$ cat src/rtl/weight_loader_pkg.sv
// weight_loader_pkg
//   Shared sizing for the weight-memory write path. The coprocessor's
//   parameters.vh sets the same values; they are mirrored here so the
//   loader can be elaborated on its own.
//   Contents:
//     DWIDTH_DEF    default weight word width (signed)
//     WSIZE_DEF     default weight memory address width
//     wrap_addr()   address of the i-th word after a base, modulo 2^WSIZE_DEF
package weight_loader_pkg;

    localparam int DWIDTH_DEF = 16;
    localparam int WSIZE_DEF  = 12;

    function automatic logic [WSIZE_DEF-1:0] wrap_addr(
        input logic [WSIZE_DEF-1:0] base,
        input logic [WSIZE_DEF-1:0] offset
    );
        return base + offset;
    endfunction

endpackage

$ cat src/rtl/weight_loader.sv
// weight_loader
//   Streaming write front-end for mem_weight. A req in IDLE latches a base
//   address and a word count. Each accepted stream beat is written one cycle
//   later to the next consecutive address, wrapping modulo 2^WSIZE. ack
//   pulses for one cycle together with the last write.
//
//   state  | meaning
//   -------+------------------------------------------------------------
//   S_IDLE | waiting for req; s_ready=0, busy=0
//   S_LOAD | accepting beats; s_ready=1, one write per accepted beat
//   S_DONE | single cycle; ack=1, carries the final write (if any)
//
//   Ports:
//     clk         system clock, rising edge
//     xrst        asynchronous active-low reset
//     req         start pulse, honoured only in S_IDLE
//     base_addr   first write address, latched on accepted req
//     total       word count 0..2^WSIZE, latched on accepted req
//     s_valid     stream word valid
//     s_data      stream word (signed)
//     s_ready     loader accepts a word this cycle
//     mem_we      memory write enable
//     mem_addr    memory write address
//     write_data  memory write data (signed)
//     busy        high whenever the FSM is not in S_IDLE
//     ack         one-cycle completion pulse
module weight_loader
    import weight_loader_pkg::*;
#(
    parameter int DWIDTH = DWIDTH_DEF,
    parameter int WSIZE  = WSIZE_DEF
) (
    input  logic                     clk,
    input  logic                     xrst,
    input  logic                     req,
    input  logic [WSIZE-1:0]         base_addr,
    input  logic [WSIZE:0]           total,
    input  logic                     s_valid,
    input  logic signed [DWIDTH-1:0] s_data,
    output logic                     s_ready,
    output logic                     mem_we,
    output logic [WSIZE-1:0]         mem_addr,
    output logic signed [DWIDTH-1:0] write_data,
    output logic                     busy,
    output logic                     ack
);

    typedef enum logic [1:0] {
        S_IDLE = 2'd0,
        S_LOAD = 2'd1,
        S_DONE = 2'd2
    } state_t;

    state_t             state;
    logic [WSIZE-1:0]   addr_cnt;
    logic [WSIZE:0]     remaining;

    // Decoded from state alone so s_ready never depends on s_valid.
    assign s_ready = (state == S_LOAD);
    assign busy    = (state != S_IDLE);
    assign ack     = (state == S_DONE);

    always_ff @(posedge clk or negedge xrst) begin
        if (!xrst) begin
            state      <= S_IDLE;
            addr_cnt   <= '0;
            remaining  <= '0;
            mem_we     <= 1'b0;
            mem_addr   <= '0;
            write_data <= '0;
        end else begin
            mem_we <= 1'b0;
            case (state)
                S_IDLE: begin
                    if (req) begin
                        addr_cnt  <= base_addr;
                        remaining <= total;
                        state     <= (total == '0) ? S_DONE : S_LOAD;
                    end
                end
                S_LOAD: begin
                    if (s_valid) begin
                        mem_we     <= 1'b1;
                        mem_addr   <= addr_cnt;
                        write_data <= s_data;
                        // Natural overflow of the WSIZE-bit counter gives the wrap.
                        addr_cnt   <= addr_cnt + 1'b1;
                        remaining  <= remaining - 1'b1;
                        if (remaining == (WSIZE+1)'(1)) begin
                            state <= S_DONE;
                        end
                    end
                end
                S_DONE: begin
                    state <= S_IDLE;
                end
                default: begin
                    state <= S_IDLE;
                end
            endcase
        end
    end

endmodule

$ cat config.mk
export PLATFORM = sky130hd
export DESIGN_NAME = weight_loader
export DESIGN_NICKNAME = d
export VERILOG_FILES = /design/src/rtl/weight_loader_pkg.sv /design/src/rtl/weight_loader.sv
export SDC_FILE = /design/constraint.sdc
export NUM_CORES = 1
export LEC_CHECK = 0
export BUFFER_PORTS_ARGS = -buffer_cell sky130_fd_sc_hd__buf_2
export CAP_MARGIN = 20
export CORE_AREA = 2 2 79 81
export DETAILED_ROUTE_END_ITERATION = 16
export DIE_AREA = 0 0 81 83
export PLACE_DENSITY = 0.8
export SETUP_SLACK_MARGIN = 0.05
export SLEW_MARGIN = 10
export SYNTH_ARGS = -nofsm -noshare
export SYNTH_HDL_FRONTEND = slang
export SYNTH_SLANG_ARGS = --single-unit
$ cat constraint.sdc
create_clock -name clk -period 5.1 [get_ports clk]
set_input_delay 0.255 -clock clk [delete_from_list [all_inputs] [get_ports clk]]
set_output_delay 0.255 -clock clk [all_outputs]
set_load 0.03 [all_outputs]
# After elaboration in Yosys (flattened, before gate mapping)
# Index checks and enable logic that the tools add are counted.
# classes
add_sub_neg,2
eq_ne,6
muxes,13
reduce_logical,7
# op_table
op,n
two-way mux 13 bit,2
one-hot mux 13 bit (2 select lines),1
two-way mux 12 bit,2
one-hot mux 12 bit (2 select lines),1
== test 13 x 1 -> 1 bit (second input constant),1
zero test 13 bit,1
subtractor 13 x 1 -> 13 bit (second input constant),1
adder 12 x 1 -> 12 bit (second input constant),1
two-way mux 2 bit,4
AND reduction 3 bit,2
!= test 2 bit (second input constant),2
one-hot mux 2 bit (2 select lines),1
nonzero test 2 bit,2
== test 2 x 1 -> 1 bit (second input constant),1
== test 2 bit (second input constant),1
zero test 2 bit,1
two-way mux 1 bit,2
!= test 2 x 1 -> 1 bit (second input constant),1
AND reduction 2 bit,1
# totals
register_bits,56

# Longest topological paths before layout
# Gate-level depths: netlist (run 1).
# logic_depth
depth_word,4
mapped_depth,9
depth_no_buf,6

# Worst setup path before layout (run 1)
# Ideal clock, no wire load.
# synth_timing
path_type,flip-flop to flip-flop
start,register remaining[0]
end,register remaining[8]
setup_time_ps,78
arrival_time_ps,1778
required_ps,5022
setup_slack_ps,3245
stages_incl_launch_ff,7
period_less_slack_ps,1855
cell_sequence,dfrtp_1 inv_1 ha_1 or3b_2 nor3_1 mux2_2 a21oi_1
# synth_between
elab_chain_cells,3
# synth_lines
element,line,rtl
from (decl),weight_loader.sv:56,logic [WSIZE:0] remaining;
from (signal assigned),weight_loader.sv:77,remaining <= total;
from (signal assigned),weight_loader.sv:88,remaining <= remaining - 1'b1;
subtractor 13 x 1 -> 13 bit,weight_loader.sv:88,
two-way mux 13 bit,weight_loader.sv:82,if (s_valid) begin
one-hot mux 13 bit (2 select lines),weight_loader.sv:73,case (state)
# Every way passes these cells. The select of a mux whose other input is x is not followed.
# A chain may end at the register's enable or synchronous reset.

# Worst setup path after layout (run 1)
# layout_timing
start,register state[1]
end,register mem_addr[3]
# layout_between
elab_chain_cells,2
# layout_lines
element,line,rtl
from (decl),weight_loader.sv:54,state_t state;
from (signal assigned),weight_loader.sv:78,state <= (total == '0) ? S_DONE : S_LOAD;
== test 2 x 1 -> 1 bit,weight_loader.sv:73,
AND reduction 2 bit (no line),n/a,
to (signal assigned),weight_loader.sv:84,mem_addr <= addr_cnt;
to (decl),weight_loader.sv:42,"output logic [WSIZE-1:0] mem_addr,"
# Every way passes these cells.

==> results.txt, run 1 <==
The worst setup path is captured at a register. The largest fanout on the critical path came out at 16. In this run the static leakage power is 1.52 nW.

The number of antenna violations at the first check in global routing came to 0. The effective utilization at floorplan came out at 48.5%. The number of iterations in the first detailed-routing pass came out at 5. The flow ran to the end, and the final reports show no timing, DRC or antenna violations. Sequential cells were found to cover 49.6% of the synthesized design area. The number of warnings reported in the yosys synthesis log came out at 0.

The worst slack at placement is 2500 ps. The class of the most critical hold timing path is input port to async pin. The net switching fraction of the power came out at 41.7%.

Dividing the detail-routed via count by the number of cells gives 5.90. The total count of hold-check failures in the final report came out at 0. The share of flip-flops with an asynchronous set or reset is 100%. The transition time at the pin with the least slew margin is 686 ps. The area growth from synthesis to layout came out at 18.2%.

The number of ports placed on the die boundary came out at 77. The critical-path cell with the highest stage delay is dfrtp_1. The leftover overflow at the end of global routing came out at 0. Synthesis instantiated 46 different standard cells from the library. The latest clock arrival within the worst-skew pair is 310 ps. The share of total power dissipated in combinational logic is 42.5%. Averaged over all synthesized cells, the footprint is 10.3 µm². The mux cell area share after synthesis came out at 12.3%. After Yosys synthesis, and, or, nand and nor cells account for 16.7% of the synthesized area. The average wire per cell in the routed design is 15.7 µm. The required time of the critical path came out at 5300 ps. The post-route clock skew came out at 6.25 ps. The first global-routing pass estimated 10.6 mm of wire. The critical path depth came out at 5. The number of filler instances in the final layout came out at 530. The final clock period utilization by the worst path came out at 46.9%. The fmax came out at 418 MHz.

The clock-pin slew on the worst setup and hold paths came out at 100 ps. The main combinational cell family by area after synthesis is simple AND/OR/NAND/NOR gates. The share of final-layout standard cells stronger than drive strength 1 came out at 36.5%. The number of setup violations in the final report came out at 0. The repair_antennas step left the layout with diodes totalling 0. The critical path buffer and inverter count came out at 2. The quantity of hold-fixing buffers added after cts came out at 0. For this run, the leading register cell type out of synthesis is dfrtp_1.

The clock net in this run drives a total of 56 sinks. After Yosys synthesis, full adders, half adders and majority gates account for 1.33% of the synthesized area. Max-cap violations in this run came to 0. Sequential cells burn 43.4% of the power.

The number of nets in the final layout is 389. After floorplanning, the core was divided into 28 placement rows. The setup slack on the worst flop-to-flop path came out at 2710 ps.

The count of flip-flops with a built-in enable after synthesis is 0. The number of synthesized register bits came out at 56. The synthesized-area fraction occupied by ao, oa, aoi and oai cells came out at 16.0%.

The startpoint identified for the worst register-to-register timing path is state[1]. The number of post-CTS setup repair buffers came out at 0. The total track usage came out at 19.7%. The floorplan step set the die width to 81 µm.

Detailed placement ended at an HPWL of 4.59 mm. TritonCTS built the clock tree. Walking the worst path, the cells encountered are nand2b_1 -> inv_2 -> nand2_1 -> buf_8 -> mux2_2. Data on the critical path arrives at its endpoint at 2590 ps. The startpoint-to-endpoint class of the critical path is register to register.

For this run, design rule violations remaining after detail routing come to 0. Post-CTS repair changed the size of 0 cells. The H-tree was split into 2 levels. The number of max-slew violations in the final report is 0. The sum of negative setup slack is 0 ps. The worst setup path is launched from a register. The number of port buffers came out at 76. Headroom to the max-slew limit came out at 54.3%. Clock tree synthesis inserted a total of 5 buffers.

The parity-gate share of the synthesized area counting xor and xnor cells came out at 0%. The floorplan step defined a core boundary enclosing 5820 µm². At the end of routability-driven placement, the weighted congestion stood at 0.883. The maximum number of pins on one net before global-route repair is 57.

In this run the power density over the cells is 514 nW/µm². The via count of the first global-routing pass came out at 2339. The total nets after synthesis came out at 321. The cell sitting at the root of the clock tree is a clkbuf_8.

The synthesized netlist occupies a cell area of 2820 µm². The detailed router finished its first iteration with 196 violations. The vertical die dimension is 83 µm. Summed over all nets, the switching power comes to 0.715 mW. The peak per-stage delay on the critical path is 650 ps. The number of cells traversed by the worst register-to-register path is 5. The longest clock path from root to sink contains 2 buffers.

The clock group share of total power is 14.0%. The minimum clock period after layout is 2390 ps. The count of mapped cells out of synthesis is 273. In this run the critical register-to-register path is captured at mem_addr[3]. The final wirelength came out at 6.55 mm. Setup repair after global routing left no endpoint under its margin. The family with the most delay on the worst path is simple AND/OR/NAND/NOR gates. The number of antenna-violating nets in the routed design came out at 0. The die covers 6720 µm². The via count of the routed design came out at 2461. The peak ir drop on the vdd network came out at 0.226 mV.

The setup slack after layout is 2710 ps. The cell-internal power is 1.00 mW.
-- worst reg2reg max path, stage by stage, from the launching register on --
cell and delay, ps:
dfrtp_1 650, nand2b_1 340, inv_2 180, nand2_1 520, buf_8 250, mux2_2 350
-- layer usage --
metal	track usage [%]	routed length [µm]
met1	25.8	2780
met5	0	0
met3	3.80	396
met2	33.3	3270
met4	5.08	107
-- flip-flops by register name, indices dropped and copies added (netlist names) --
name and count:
state 2, mem_we 1, addr_cnt 12, remaining 13
mem_addr 12, write_data 16
-- metrics by stage --
stage	hold WS, ps	utilization (%)	total power, mW	std cells	instance area [µm²]
CTS	86.4	56.9	1.71	415	3310
finish	54.8	57.4	1.72	417	3340
global placement	426	55.4	1.44	407	3220
floorplan	-40.6	-	1.28	273	2820
detailed placement	431	55.4	1.47	407	3220
global route	128	57.4	1.82	417	3340
-- cell type report --
| type | count | area (µm²) | share of cell area, % |
|---|---|---|---|
| clock inverter | 1 | 8.76 | 0.262 |
| clock buffer | 7 | 76.3 | 2.29 |
| timing repair buffer | 80 | 425 | 12.7 |
| sequential | 56 | 1400 | 42.0 |
| tap | 75 | 93.8 | 2.81 |
| multi-input combinational | 192 | 1310 | 39.2 |
| inverter | 6 | 22.5 | 0.675 |
-- power by group through the flow --
stage,sequential [mW],clock (mW),combinational [mW]
floorplan,0.837,0,0.439
global placement,0.743,0,0.698
detailed placement,0.751,0,0.718
CTS,0.742,0.245,0.723
global route,0.769,0.262,0.792
finish,0.745,0.241,0.729
-- cell usage in the layout, fill, tap and decap left out, types with 3 or more instances in the layout --
cell type   n
dfrtp_1    56
nor4_1      7
o221a_2     3
mux2_2     27
nand3_1     7
or2_2       3
ha_1        3
o22ai_1    15
a21oi_1    24
a21o_1      3
a2bb2oi_1   5
mux2i_1     3
nand4_1     3
nor2_1     12
clkbuf_8    5
nand2b_1    4
buf_2      76
o21ai_0     9
nand2_1    22
a31oi_1     4
or3_1       4
nor3_1      8
inv_1       5
-- how the worst max path moves through the flow --
| stage | start | to | slack (ps) |
|---|---|---|---|
| after floorplan | remaining[0] | remaining[8] | 3240 |
| after global placement | state[1] | write_data[10] | 2590 |
| after detailed placement | state[1] | write_data[2] | 2500 |
| after CTS | state[1] | mem_addr[3] | 2490 |
| after global routing | state[1] | mem_addr[3] | 2490 |
| final | state[1] | mem_addr[3] | 2710 |
-- cells by family (layout without fill, tap and decap cells) --
kind of cell             count (synthesis)  in the layout
flip-flops                              56             56
multiplexers                            31             31
AND/OR/NAND/NOR                         87             87
buffers and inverters                   25             94
AO/OA/AOI/OAI                           71             71
adder cells (fa/ha/maj)                  3              3
-- synth_stat cells, types with 3 or more instances --
library cell	n	share of area (%)
a21o_1	3	0.80
a21oi_1	24	4.3
a2bb2oi_1	5	1.6
a31oi_1	4	0.89
buf_2	6	1.1
clkbuf_1	10	1.3
dfrtp_1	56	50
ha_1	3	1.3
inv_1	5	0.66
mux2_2	27	11
mux2i_1	3	1.1
nand2_1	22	2.9
nand2b_1	4	0.89
nand3_1	7	1.2
nand4_1	3	0.66
nor2_1	12	1.6
nor3_1	8	1.4
nor4_1	7	1.6
o21ai_0	9	1.6
o221a_2	3	1.2
o22ai_1	15	3.3
or2_2	3	0.66
or3_1	4	0.89
(Power assumes the default switching activity.)
==> run 2: changes to the inputs <==
- CORE_AREA: 2 2 79 81 -> 2 2 81 83
- DIE_AREA: 0 0 81 83 -> 0 0 83 85
- clock period: 5.1 -> 2.1 ns (I/O delays scaled with it)
==> run 2 against run 1 <==
Compared with the run above:
- routed wire length up 7.8%
- cell count rose by 2.4%
- cell area up 2.4%
- clock-buffer cell count did not move
- largest power group is now combinational cells
- critical endpoint is now remaining[8]
- setup slack worse by 2600 ps
- highest routed layer unchanged
==> results.txt, run 2 (synthesized netlist as in run 1, its figures left out) <==
The run finished with clean final reports. The worst setup path is of the register to register kind. For this design the static power due to leakage is 1.55 nW. In this run the count of I/O pins placed on the die edge is 77. The via count of the first global-routing pass is 2490. For this block, the via count after detailed routing is 2466.

Counting flops per register, the top entry is write_data. The class of the most critical hold timing path is input port to register. The number of antenna violations at the first check in global routing is 0. The average wire per cell in the routed design came out at 16.5 µm. Registers take 1400 µm².

Entering global routing, the biggest net connects 30 pins. The number of port buffers came out at 76. The worst endpoint data arrival time is 2260 ps. For the final database, setup skew stands at 5.32 ps. The worst setup path is launched from a register. The number of violations reported at the end of detailed-routing iteration 0 is 130. The leftover overflow at the end of global routing came out at 0. The number of filler instances in the final layout is 579. The power per cell area is 1240 nW/µm². Static timing analysis puts the maximum clock frequency at 497 MHz. The number of max-slew violations in the final report was 0. Once the clock tree was built, the setup fixing pass inserted 0 buffers. The signal on the critical path passes through inv_1 -> ha_1 -> or3b_2 -> nor3_2 -> mux2_2 -> a21oi_1. The total count of hold-check failures in the final report is 0. The minimum clock period after layout is 2010 ps. OpenSTA, run right after detailed placement, puts the worst setup slack at 109 ps. The cell chosen for the clock root is clkbuf_8.

STA classifies the critical path endpoint as a register. In the layout the commonest cells are buf_2, dfrtp_1, mux2_2. The number of nets in the final layout is 397. The count of standard-cell rows came out at 29. For this run, the detailed router's first-pass iteration total came to 4.

The first global-routing pass estimated 11.6 mm of wire. TritonCTS built the clock tree. Setup repair after global routing could not meet its margin everywhere. The cell count after placement is 417. The number of vias per cell after detailed routing is 5.78. The largest registers in the layout are write_data x16, remaining x13. The maximum number of buffers from clock root to sink is 2. The final wirelength is 7.06 mm. The worst slew margin relative to its limit came out at 59.6%. Global routing used 20.4% of the available tracks across all layers. The repair_antennas step left the layout with diodes totalling 0. Compared with the post-synthesis result, the final layout area differs by 21.0%. The number of maximum-capacitance violations came out at 0. The worst hold margin came out at 19.6 ps. The critical path buffer and inverter count came out at 1.

For the worst-skew pair, the clock arrives at the later sink with an insertion delay of 310 ps. The placer congestion estimate is 0.901. The die area is 7060 µm².

The area of the core is 6200 µm². The clock net in this run drives a total of 56 sinks. Measured along the y axis, the die boundary spans 85 µm. The library cell used most frequently in the layout, excluding fill and tap cells, is buf_2. The initial utilization of the core area, before any placement, comes to 45.5%.

The total area of multi-input combinational cells is 1320 µm². The sum of negative setup slack came out at 0 ps. IR analysis of the VDD net gives a maximum drop of 0.603 mV. The final clock period utilization by the worst path is 95.9%.

The flip-flop count of the largest register, all copies and words added is 16. Measured along the x axis, the die boundary spans 83 µm. For this run, design rule violations remaining after detail routing come to 0. The number of setup violations in the final report is 0. On the worst path, the slowest cell contributes a delay of 520 ps. The HPWL reported at the end of detailed placement came out at 5.05 mm.

The clock-pin slew on the worst setup and hold paths is 100 ps. The setup slack on the worst flop-to-flop path came out at 90 ps. The transition time at the pin with the least slew margin came out at 605 ps. The total power draw came out at 4.25 mW. For the worst setup path, the data required time is 2340 ps.

Setup slack on the critical path of the routed design comes to 86.8 ps. The largest fanout on the critical path came out at 4. The number of antenna-violating nets in the routed design came out at 0. Cells with a size suffix above 1 make up 38.9% of the layout. The finished layout holds 427 standard cells, fillers aside. The family with the most delay on the worst path is simple AND/OR/NAND/NOR gates.

The number of H-tree levels came out at 2. The critical-path cell with the highest stage delay is or3b_2. The number of buffers added by the clock tree synthesis step came out at 5.
## run 2: cell types whose count changed in the layout (fill, tap and decap cells not counted), sizes merged
cell	delta
buf	+7
clkinv	-1
clkinvlp	+1
dlygate4sd3	+1
## run 2: layout make-up
class / count / share of cell area [%]
Clock inverter: 1 / 0.220
Timing Repair Buffer: 88 / 14.1
Tap cell: 77 / 2.82
Inverter: 6 / 0.659
Sequential cell: 56 / 41.1
Multi-Input combinational cell: 192 / 38.6
Clock buffer: 7 / 2.53
## run 2: layer usage
metal / part of all wire (%) / global-route usage, % / vias to the layer above
met5: 0 / 0 / -
met4: 1.6 / 8.79 / 0
met3: 5.1 / 4.28 / 9
met2: 49 / 33.4 / 88
met1: 44 / 26.5 / 1199
li1: - / - / 1170
## run 2: final timing paths
check	cells after the start	endpoint	startpoint
max	6	remaining[8]	remaining[1]
min	2	write_data[10]	s_data[10]
max reg2reg	6	remaining[8]	remaining[1]
min reg2reg	2	mem_addr[11]	mem_addr[11]
max in group asynchronous	3	remaining[0]	xrst
min in group asynchronous	2	write_data[3]	xrst
## run 2: metrics by stage
stage               instance area (µm²)  utilization (%)
floorplan                          2820                -
global placement                   3280             52.9
detailed placement                 3280             52.9
CTS                                3390             54.6
global route                       3420             55.1
finish                             3420             55.1
## run 2: where the power goes
| group | total [mW] | internal, mW | switching (mW) |
|---|---|---|---|
| clock network | 0.615 | 0.269 | 0.346 |
| logic | 1.82 | 0.771 | 1.05 |
| registers | 1.81 | 1.44 | 0.367 |
## run 2: worst reg2reg max path, cell delays in order, from the launching register on
cell,delay (ps)
dfrtp_1,400
inv_1,130
ha_1,230
or3b_2,520
nor3_2,180
mux2_2,340
a21oi_1,140
## run 2: repair_timing
action | 4_1_cts | 5_1_grt
hold buffers | 1 | 0
gates resized for setup | 0 | 3
endpoints found under the setup margin | 0 | 3
endpoints found under the hold margin | 11 | 0
